## src/rtl/pool_layer_stream.sv

```systemverilog
// pool_layer_stream: streaming 2x2 / stride-2 pooling layer (average or max).
// Raster-order pixels in, raster-order pooled pixels out, valid/ready on both sides.
// Optional build macro: POOL_RELU_EN clamps negative pooled lanes to zero.
//
//   state | meaning
//   IDLE  | waiting for start
//   RUN   | accepting input pixels of the frame
//   DRAIN | all input taken, waiting for the last pooled beat to leave
//   DONE  | one-cycle frame-end pulse
module pool_layer_stream #(
  parameter int DATA_W = 8,
  parameter int CH     = 1,
  parameter int FM_W   = 6,
  parameter int FM_H   = 6
) (
  input  logic                 clk,
  input  logic                 rst_n,
  input  logic                 start,
  input  logic                 mode,
  input  logic [CH*DATA_W-1:0] in_data,
  input  logic                 in_valid,
  output logic                 in_ready,
  output logic [CH*DATA_W-1:0] out_data,
  output logic                 out_valid,
  input  logic                 out_ready,
  output logic                 busy,
  output logic                 done
);

  localparam int HALF_W = FM_W / 2;
  localparam int COL_W  = (FM_W > 2) ? $clog2(FM_W) : 1;
  localparam int ROW_W  = (FM_H > 2) ? $clog2(FM_H) : 1;
  localparam int PIDX_W = (HALF_W > 1) ? $clog2(HALF_W) : 1;

  typedef enum logic [1:0] {S_IDLE, S_RUN, S_DRAIN, S_DONE} state_t;

  state_t                   state_q, state_d;
  logic [COL_W-1:0]         col_q;
  logic [ROW_W-1:0]         row_q;
  logic                     mode_q;
  logic [CH*DATA_W-1:0]     out_data_q;
  logic                     out_valid_q;

  logic signed [DATA_W-1:0] pair_q [CH];
  logic signed [DATA_W:0]   part_q [HALF_W][CH];

  logic                     accept;
  logic                     last_col, last_row;
  logic [PIDX_W-1:0]        pidx;
  logic [CH*(DATA_W+1)-1:0] pair_res;
  logic [CH*DATA_W-1:0]     pool_res;

  assign in_ready  = (state_q == S_RUN) && (!out_valid_q || out_ready);
  assign busy      = (state_q == S_RUN) || (state_q == S_DRAIN);
  assign done      = (state_q == S_DONE);
  assign out_data  = out_data_q;
  assign out_valid = out_valid_q;

  assign accept   = in_valid && in_ready;
  assign last_col = (col_q == COL_W'(FM_W - 1));
  assign last_row = (row_q == ROW_W'(FM_H - 1));
  assign pidx     = PIDX_W'(col_q >> 1);

  // Per-lane arithmetic: pair combine for even rows, 4-pixel pool for odd rows.
  for (genvar c = 0; c < CH; c++) begin : g_lane
    logic signed [DATA_W-1:0] px;
    logic signed [DATA_W:0]   px_e, pair_e, part_e, m1, m2;
    logic signed [DATA_W+1:0] sum4;
    logic signed [DATA_W-1:0] avg_v, max_v, pre_v;

    assign px     = in_data[c*DATA_W +: DATA_W];
    assign px_e   = {px[DATA_W-1], px};
    assign pair_e = {pair_q[c][DATA_W-1], pair_q[c]};
    assign part_e = part_q[pidx][c];

    assign pair_res[c*(DATA_W+1) +: DATA_W+1] =
      mode_q ? ((pair_e > px_e) ? pair_e : px_e) : (pair_e + px_e);

    // Partial already holds two pixels; one extra sign bit covers all four.
    assign sum4  = {part_e[DATA_W], part_e} + {px_e[DATA_W], px_e} + {pair_e[DATA_W], pair_e};
    assign avg_v = DATA_W'(sum4 >>> 2);
    assign m1    = (part_e > pair_e) ? part_e : pair_e;
    assign m2    = (m1 > px_e) ? m1 : px_e;
    assign max_v = DATA_W'(m2);
    assign pre_v = mode_q ? max_v : avg_v;

`ifdef POOL_RELU_EN
    assign pool_res[c*DATA_W +: DATA_W] = pre_v[DATA_W-1] ? '0 : pre_v;
`else
    assign pool_res[c*DATA_W +: DATA_W] = pre_v;
`endif
  end

  // Next-state logic for the frame sequencer.
  always_comb begin
    state_d = state_q;
    case (state_q)
      S_IDLE:  if (start) state_d = S_RUN;
      S_RUN:   if (accept && last_col && last_row) state_d = S_DRAIN;
      S_DRAIN: if (!out_valid_q || out_ready) state_d = S_DONE;
      S_DONE:  state_d = S_IDLE;
      default: state_d = S_IDLE;
    endcase
  end

  // Control registers: state, raster counters, latched mode, output beat.
  always_ff @(posedge clk or negedge rst_n) begin
    if (!rst_n) begin
      state_q     <= S_IDLE;
      col_q       <= '0;
      row_q       <= '0;
      mode_q      <= 1'b0;
      out_data_q  <= '0;
      out_valid_q <= 1'b0;
    end else begin
      state_q <= state_d;
      if (state_q == S_IDLE && start) begin
        col_q  <= '0;
        row_q  <= '0;
        mode_q <= mode;
      end else if (accept) begin
        if (last_col) begin
          col_q <= '0;
          row_q <= row_q + 1'b1;
        end else begin
          col_q <= col_q + 1'b1;
        end
      end
      if (accept && row_q[0] && col_q[0]) begin
        out_data_q  <= pool_res;
        out_valid_q <= 1'b1;
      end else if (out_valid_q && out_ready) begin
        out_valid_q <= 1'b0;
      end
    end
  end

  // Line buffer and pair register; contents are don't-care after reset.
  always_ff @(posedge clk) begin
    if (accept) begin
      if (!col_q[0]) begin
        for (int c = 0; c < CH; c++) pair_q[c] <= in_data[c*DATA_W +: DATA_W];
      end else if (!row_q[0]) begin
        for (int c = 0; c < CH; c++) part_q[pidx][c] <= pair_res[c*(DATA_W+1) +: DATA_W+1];
      end
    end
  end

endmodule
```

## config.mk

```make
export PLATFORM = sky130hd
export DESIGN_NAME = pool_layer_stream
export DESIGN_NICKNAME = d
export VERILOG_FILES = /design/src/rtl/pool_layer_stream.sv
export SDC_FILE = /design/constraint.sdc
export NUM_CORES = 1
export LEC_CHECK = 0
export ABC_CLOCK_PERIOD_IN_PS = 5000
export CORE_UTILIZATION = 60
export DETAILED_ROUTE_END_ITERATION = 10
export PLACE_DENSITY_LB_ADDON = 0.15
export SETUP_SLACK_MARGIN = 0.4
export SLEW_MARGIN = 20
export SYNTH_ARGS = -nofsm -noshare
export SYNTH_HDL_FRONTEND = slang
export SYNTH_SLANG_ARGS = --single-unit
```

## constraint.sdc

```tcl
create_clock -name clk -period 5 [get_ports clk]
set_clock_uncertainty 0.15 [all_clocks]
set_input_delay 1.25 -clock clk [delete_from_list [all_inputs] [get_ports clk]]
set_output_delay 1.25 -clock clk [all_outputs]
set_load 0.05 [all_outputs]
```

## After elaboration in Yosys (flattened, before gate mapping)

Memories as Yosys holds them, arrays and structs flattened.
Cells that the tools add are included.

- Flip-flop bits (word level): 18
- Latch bits: 0
- Memory bits (writable): 35
- Memory bits (read-only): 0
- Word-level logic and storage cells: 65
- Memories kept: 2

- $add $sub $neg: 5
- Multiply operators: 0
- Div/mod/pow operators: 0
- Magnitude comparators: 3
- Eq/ne operators: 8
- Shift-type cells: 0
- Multiplexer cells: 24
- Bitwise logic cells: 0
- Reductions and logical operators: 17

Memories:

| memory | depth | bits a word | rd ports | clocked after memory_dff | write ports | line | RTL |
|---|---|---|---|---|---|---|---|
| part_q | 3 | 9 | 1 | 0 | 1 | 45 | `logic signed [DATA_W:0] part_q [HALF_W][CH];` |
| pair_q | 1 | 8 | 1 | 0 | 1 | 44 | `logic signed [DATA_W-1:0] pair_q [CH];` |

Operator list:

| operator | number |
|---|---|
| 9-bit 2-to-1 mux | 3 |
| 9-bit by 8-bit greater-than comparator with 1-bit output | 2 |
| 3-bit 2-to-1 mux | 6 |
| 8-bit 2-to-1 mux | 2 |
| 10-bit adder | 1 |
| 9-bit by 8-bit adder with 10-bit output | 1 |
| 8-bit by 8-bit adder with 9-bit output | 1 |
| 1-bit 2-to-1 mux | 9 |
| 8-bit greater-than comparator | 1 |
| 1-bit logical AND | 8 |
| 2-bit case mux with 4 select lines | 1 |
| 3-bit by 1-bit adder with 3-bit output, second input constant | 2 |
| 3-bit equality test, second input constant | 2 |
| 2-bit 2-to-1 mux | 3 |
| 2-bit nonzero test | 3 |
| 2-bit equality test, second input constant | 2 |
| 2-bit inequality test, second input constant | 2 |
| 3-bit AND reduction | 1 |
| 2-bit by 1-bit equality test with 1-bit output, second input constant | 1 |
| 2-bit zero test | 1 |
| 1-bit logical OR | 2 |
| 2-bit by 1-bit inequality test with 1-bit output, second input constant | 1 |
| 2-bit AND reduction | 1 |
| 1-bit zero test | 1 |

## Depth between registers and ports, before layout

Gate-level depths: netlist of the first run.

- Word-level depth: 8
- Depth in mapped cells: 21

## Worst setup path after synthesis of the first run

OpenSTA, ideal clock, no wires.

- Path type: register to register
- Start point: reg col_q[1]
- End point: reg out_data_q[7], in the netlist out_data[7]
- Arrival: 4.201 ns
- Data required time: 4.715 ns
- Setup slack: 0.514 ns
- Cell stages (with the launch flop): 21
- Path buffers: 4
- Path through: dfrtp_1 > buf_2 > buf_2 > mux2i_1 > o21ai_0 > ha_1 > a211oi_2 > nor2_1 > a2111o_1 > buf_2 > and2_4 > buf_6 > a21oi_1 > inv_1 > ha_1 > nand4_1 > nor2_1 > mux2_1 > or4_1 > o31ai_1 > a211oi_1

- Word-level cells in the longest chain between the ends: 6
- Elaborated cells between the ends (all ways): 8
- Those cells by class: add/sub: 2; order compare: 2; mux: 3; memory: 1

Ends and longest elaborated chain:

| what | line | RTL |
|---|---|---|
| start: declaration | 38 | `logic [COL_W-1:0] col_q;` |
| start signal: assignment | 126 | `col_q <= col_q + 1'b1;` |
| memory 3 x 9 bit (*) | n/a |  |
| 9-bit by 8-bit greater-than comparator with 1-bit output | 82 | `assign m1 = (part_e > pair_e) ? part_e : pair_e;` |
| 9-bit 2-to-1 mux | 82 |  |
| 9-bit by 8-bit greater-than comparator with 1-bit output | 83 | `assign m2 = (m1 > px_e) ? m1 : px_e;` |
| 8-bit 2-to-1 mux | 83 |  |
| 8-bit 2-to-1 mux (*) | 85 | `assign pre_v = mode_q ? max_v : avg_v;` |
| end signal: assignment | 130 | `out_data_q <= pool_res;` |
| end: declaration | 41 | `logic [CH*DATA_W-1:0] out_data_q;` |

Mark *: on every way between the ends. The rest lies on a longest branch, timed or not.
A chain may end at the register's enable or synchronous reset.

## Worst setup path in the final report of the first run

Same ends and word-level chain as after synthesis.

==> key figures, run 1 <==
Run status
  – Status: finished, violations left
  – Failing checks: DRC

STA
  – Fmax: 228 MHz
  – Post-route setup TNS: 0 ns
  – Fin crit share: 87.8%
  – Final worst slack: 0.608 ns
  – Final Max Slew Viols: 0
  – Final Hold Fails: 0
  – Slew headroom: 35.6%
  – Min Tclk post-route: 4.39 ns
  – Unrepaired setup endpoints after global routing: no
  – Setup Viol. Count Final: 0
  – Slew of the pin with the lowest slew margin: 0.965 ns

Synth
  – Primary FF master, synth: edfxtp_1
  – Commonest cells in the netlist: 49 x ha_1, 37 x inv_1, 35 x edfxtp_1, 29 x nor2_1
  – Syn Nets: 488
  – Cell with the most instances after synthesis: ha_1
  – Post-synth EDFFs: 35
  – Yosys reg bits: 53
  – Synth area leaders: edfxtp_1 26%, ha_1 15%, dfrtp_1 11%, fa_1 4.9%, inv_1 3.4%
  – Sequential area share after synthesis: 37.0%
  – Area share of the largest cell type after synthesis: 25.9%
  – Gate count of the mapped netlist: 415
  – Mapped Area: 4060 um^2
  – Leading area contributor after synthesis: edfxtp_1
  – Synthesized area per cell: 9.78 um^2
  – Synth warn: 0
  – Yosys cell types: 57
  – Async SR Flop Fraction: 34.0%

CTS
  – Post-CTS Hold Buffers: 0
  – Clock root buffer: clkbuf_8
  – Cts bufs inserted: 5
  – H-tree Lvls: 2
  – Insertion delay to the later sink of the worst-skew pair: 0.31 ns
  – CTS sink count: 53
  – Clock Pin Slew Worst Setup and Hold Paths: 0.11 ns
  – Maximum root-to-sink buffer count: 2
  – CTS tree: done

Global route
  – Total congestion overflow: 0
  – Vias in the first global route: 3233
  – Largest net degree at the start of global routing: 29
  – Initial antenna violation count: 0
  – Total track usage: 28.5%
  – First-pass GRT wire length: 15700 um

Floorplan
  – Top-Level Pins: 26
  – Initial Util: 62.9%
  – Die span in y: 84.3 um
  – Std cell rows: 29
  – Core area: 6460 um^2
  – Chip Width: 84.3 um
  – DIE AREA: 7100 um^2

Flow run
  – Max_cap viols: 0

Worst setup path
  – Worst reg2reg path depth: 17
  – Worst Path Required: 5.04 ns
  – Worst Path Buf+Inv: 2
  – Critical-path top delay cell: or4_4
  – Max incr delay on CP: 0.54 ns
  – Startpoint Class: register
  – Setup Crit Path Kind: register to register
  – Crit path cell chain: buf_4, mux2i_1, o21ai_1, ha_1, a211oi_2, nor2_1, a2111o_1, buf_4, a21oi_1, or2_1, ha_1, nand4_1, nor2_1, mux2_1, or4_4, o31ai_2, a211oi_1
  – Crit-path max FO: 5
  – Cell family with most CP delay: compound AO/OA/AOI/OAI gates
  – Crit path depth: 17
  – CP Capture Type: register
  – Arrival time worst endpoint: 4.43 ns

Power and ir drop
  – VDD IR-drop max: 0.320 mV
  – Net Switching: 1.33 mW
  – Comb power frac: 65.8%
  – Clk pwr share: 10.4%
  – Internal power: 1.51 mW
  – Switching share of power: 46.9%
  – Power per Cell Area: 612 nW/um^2
  – Sequential share of power: 23.8%
  – Leak Pwr: 1.94 nW

Layout
  – Area Growth Syn to Fin: 14.2%
  – Share of cells above drive strength 1: 10.4%
  – Final instance area: 4640 um^2
  – # diodes: 0
  – Final core utilization: 71.8%
  – Layout Cells excl Fill: 531
  – Fin nets: 526
  – FILL cells: 482

Detailed routing
  – Initial DRT Pass Iterations: 8
  – Wire per inst: 18.3 um
  – Routed wire length: 9740 um
  – Post-DRT Antenna Nets: 0
  – DRC: 7
  – Drt initial violations: 222
  – Vias: 3368
  – Vias per inst: 6.34

Worst hold path
  – Hold crit path type: register to register
  – Hold depth: 2

Placed design
  – Post-DP HPWL: 7470 um
  – Placed insts: 517
  – Post-DP Area: 4450 um^2
  – DP Worst Slack: 0.102 ns
  – Final Wtd Congestion: 0.921
  – I/O Buffers: 25
[metrics by stage]
step	total power [mW]	hold WS, ns
floorplan	1.99	0.355
global placement	2.39	0.359
detailed placement	2.43	0.375
CTS	2.75	0.401
global route	3.04	0.441
finish	2.84	0.389
[tightest hold or removal path: cells and delay by family (launching register included)]
family	cells	cell delay (ns)
DFF	1	0.36
AOI/OAI and AO/OA	2	0.15
[what timing repair did]
action	CTS	global route
resized for setup	5	7
setup buffers	2	4
setup endpoints to repair	7	7
pin swaps	0	2
[per-layer routing]
metal / up-vias / track usage (%) / wire, um
li1: 1600 / - / -
met1: 1626 / 38.8 / 4430
met2: 124 / 48.7 / 4650
met3: 18 / 3.74 / 474
met4: 0 / 6.90 / 189
met5: - / 0 / 0
[registers in the layout, indices dropped and copies added, names as in the netlist]
name	flops
part_q	27
out_data	8
pair_q	8
col_q	3
row_q	3
state_q	2
mode_q	1
out_valid	1
[cells in the final DEF, fill, tap and decap left out, types with 5 or more instances in the layout]
cell | netlist | routed
a21oi_1 | 24 | 22
nor2b_1 | 6 | 6
dfrtp_1 | 18 | 16
ha_1 | 49 | 49
nor2_1 | 29 | 29
nand2_1 | 24 | 24
nor3_1 | 6 | 6
xor2_1 | 5 | 5
clkbuf_8 | 0 | 5
buf_4 | 0 | 21
nand3_1 | 18 | 18
a31oi_1 | 12 | 12
a211oi_1 | 5 | 5
xnor2_1 | 7 | 7
o21ai_0 | 20 | 18
o21ai_1 | 9 | 9
clkdlybuf4s50_1 | 0 | 25
nand2b_1 | 5 | 5
inv_1 | 37 | 37
nand4_1 | 7 | 7
mux2i_1 | 10 | 10
and3_1 | 5 | 5
fa_1 | 10 | 10
edfxtp_1 | 35 | 35
o211ai_1 | 6 | 6
[power groups by stage]
stage / clock network, mW / logic [mW] / registers [mW]
finish: 0.295 / 1.87 / 0.676
global route: 0.310 / 2.05 / 0.686
CTS: 0.303 / 1.78 / 0.671
detailed placement: 0 / 1.74 / 0.688
global placement: 0 / 1.71 / 0.683
floorplan: 0 / 1.34 / 0.656
[cell type report]
class                      instances  area [um^2]  area share, %
timing repair buffer              46          408           8.80
clock buffer                       6         72.6           1.57
inverter                          37          139           3.00
multi-input combinational        310         2380           51.2
tap                               77         96.3           2.08
sequential                        53         1510           32.5
clock inverter                     2         38.8          0.836
[cells by family after synthesis]
family | Yosys count | share of synthesized area [%]
mux | 13 | 3.30
flops | 53 | 37.0
buf+inv | 52 | 5.12
xor+xnor | 12 | 2.59
fa+ha+maj | 59 | 20.0
simple gates | 117 | 14.3
compound gates | 109 | 17.7
[path summary, 6_finish.rpt]
kind / start / endpoint / slack, ns
max: col_q[1]$_DFFE_PN0P_ / out_data[7]$_DFFE_PN0P_ / 0.61
min: out_data[5]$_DFFE_PN0P_ / out_data[5]$_DFFE_PN0P_ / 0.39
max reg2reg: col_q[1]$_DFFE_PN0P_ / out_data[7]$_DFFE_PN0P_ / 0.61
min reg2reg: out_data[5]$_DFFE_PN0P_ / out_data[5]$_DFFE_PN0P_ / 0.39
max in group asynchronous: rst_n / col_q[2]$_DFFE_PN0P_ / 2.85
min in group asynchronous: rst_n / out_data[0]$_DFFE_PN0P_ / 1.24
(Power assumes the default switching activity.)
==> inputs of run 2 (changes only) <==
SETUP_SLACK_MARGIN = 0.1   (was 0.4)
==> key figures, run 2 (synthesized netlist as in run 1, its figures left out) <==
Power and ir drop
  – Sequential share of power: 24.2%
  – Switching share of power: 47.1%
  – Power per Cell Area: 606 nW/um^2
  – Comb power frac: 65.2%
  – VDD IR-drop max: 0.320 mV
  – Leak Pwr: 1.92 nW
  – Internal power: 1.48 mW
  – Net Switching: 1.31 mW
  – Clk pwr share: 10.5%

Flow run
  – Max_cap viols: 0

Floorplan
  – Initial Util: 62.9%
  – Top-Level Pins: 26
  – Core area: 6460 um^2
  – Chip Width: 84.3 um
  – Std cell rows: 29
  – Die span in y: 84.3 um
  – DIE AREA: 7100 um^2

Worst setup path
  – Critical-path top delay cell: or4_1
  – Crit-path max FO: 10
  – Setup Crit Path Kind: register to register
  – Startpoint Class: register
  – CP Capture Type: register
  – Reg2reg setup slack: 0.35 ns
  – Crit path cell chain: buf_4, mux2i_1, o21ai_1, ha_1, a211oi_2, nor2_1, a2111o_1, and2_4, a21oi_1, inv_1, ha_1, nand4_1, nor2_1, mux2_1, or4_1, o31ai_1, a211oi_1
  – Worst Path Required: 5.04 ns
  – Max incr delay on CP: 0.59 ns
  – Arrival time worst endpoint: 4.69 ns

Global route
  – Largest net degree at the start of global routing: 29
  – Initial antenna violation count: 0
  – Total track usage: 28.4%
  – Vias in the first global route: 3226
  – First-pass GRT wire length: 15600 um
  – Total congestion overflow: 0

CTS
  – H-tree Lvls: 2
  – Cts bufs inserted: 5
  – CTS sink count: 53
  – Post-CTS Hold Buffers: 0
  – CTS tree: done
  – Clock Pin Slew Worst Setup and Hold Paths: 0.10 ns
  – Insertion delay to the later sink of the worst-skew pair: 0.31 ns
  – Maximum root-to-sink buffer count: 2
  – Clock root buffer: clkbuf_8

Layout
  – Final core utilization: 71.3%
  – Commonest non-fill, non-tap cell in the layout: ha_1
  – Reg with most FFs: part_q
  – Area Growth Syn to Fin: 13.3%
  – Most frequent cells in the layout: 49 x ha_1, 37 x inv_1, 35 x edfxtp_1, 29 x nor2_1, 25 x clkdlybuf4s50_1
  – Max reg flops: 27
  – Fin nets: 524
  – Share of cells above drive strength 1: 8.85%
  – # diodes: 0
  – Final instance area: 4600 um^2

Worst hold path
  – Hold crit path type: register to register

Detailed routing
  – Initial DRT Pass Iterations: 10
  – Routed wire length: 9680 um
  – Vias per inst: 6.31
  – Post-DRT Antenna Nets: 0
  – DRC: 8
  – Wire per inst: 18.3 um
  – Vias: 3338
  – Drt initial violations: 247

Placed design
  – Post-DP Area: 4450 um^2
  – Post-DP HPWL: 7470 um
  – Final Wtd Congestion: 0.921
  – I/O Buffers: 25

STA
  – Slew headroom: 35.2%
  – Fmax: 215 MHz
  – Setup Viol. Count Final: 0
  – Post-route setup TNS: 0 ns
  – Min Tclk post-route: 4.65 ns
  – Slew of the pin with the lowest slew margin: 0.972 ns
  – Final Hold Fails: 0
  – Unrepaired setup endpoints after global routing: no
  – Final Max Slew Viols: 0
  – Fin crit share: 93.1%

Run status
  – Failing checks: DRC
  – Status: finished, violations left
-- run 2: metal layers --
| layer | GRT usage, % | share of wire [%] |
|---|---|---|
| met1 | 38.4 | 44 |
| met2 | 48.8 | 48 |
| met3 | 3.74 | 5.6 |
| met4 | 6.58 | 1.8 |
| met5 | 0 | 0 |
-- run 2: area by class of cell --
cell class,count,area (um^2)
Timing Repair Buffer,44,393
Clock buffer,6,72.6
Tap cell,77,96.3
Inverter,37,139
Clock inverter,2,38.8
Sequential cell,53,1500
Multi-Input combinational cell,310,2360
Fill cell,497,1860
-- run 2: final timing paths --
kind | from | to | cells after the start
worst max register to register | col_q[1]$_DFFE_PN0P_ | out_data[7]$_DFFE_PN0P_ | 17
min in group asynchronous | rst_n | out_data[0]$_DFFE_PN0P_ | 1
max in group asynchronous | rst_n | col_q[1]$_DFFE_PN0P_ | 1
worst max-delay path | col_q[1]$_DFFE_PN0P_ | out_data[7]$_DFFE_PN0P_ | 17
worst min register to register | out_data[5]$_DFFE_PN0P_ | out_data[5]$_DFFE_PN0P_ | 2
worst min-delay path | out_data[5]$_DFFE_PN0P_ | out_data[5]$_DFFE_PN0P_ | 2
-- run 2: power groups by stage --
stage / clock, mW / sequential, mW / combinational [mW]
floorplan: 0 / 0.656 / 1.34
global placement: 0 / 0.683 / 1.71
detailed placement: 0 / 0.688 / 1.74
CTS: 0.303 / 0.679 / 1.76
global route: 0.310 / 0.685 / 2.00
finish: 0.294 / 0.676 / 1.82
-- run 2: critical path, delay by kind of cell (launching register included) --
family | cells | cell delay [ns]
and+or+nand+nor | 5 | 1.10
adders and majority gates | 2 | 0.59
AOI/OAI and AO/OA | 6 | 1.51
buffers and inverters | 2 | 0.25
DFF | 1 | 0.49
muxes | 2 | 0.44
-- run 2: repair_timing --
action | in CTS | in global routing
gates resized for setup | 1 | 5
endpoints found under the setup margin | 1 | 6
pin swaps | 0 | 1
setup buffers | 0 | 4
-- run 2: per-stage QoR --
stage	hold WS, ns	power (mW)	cells	setup slack (ns)
final	0.389	2.79	529	0.347
after global routing	0.441	3.00	529	0.156
after CTS	0.401	2.74	525	0.224
after detailed placement	0.375	2.43	517	0.102
after global placement	0.359	2.39	517	0.373
after floorplan	0.355	1.99	415	0.514
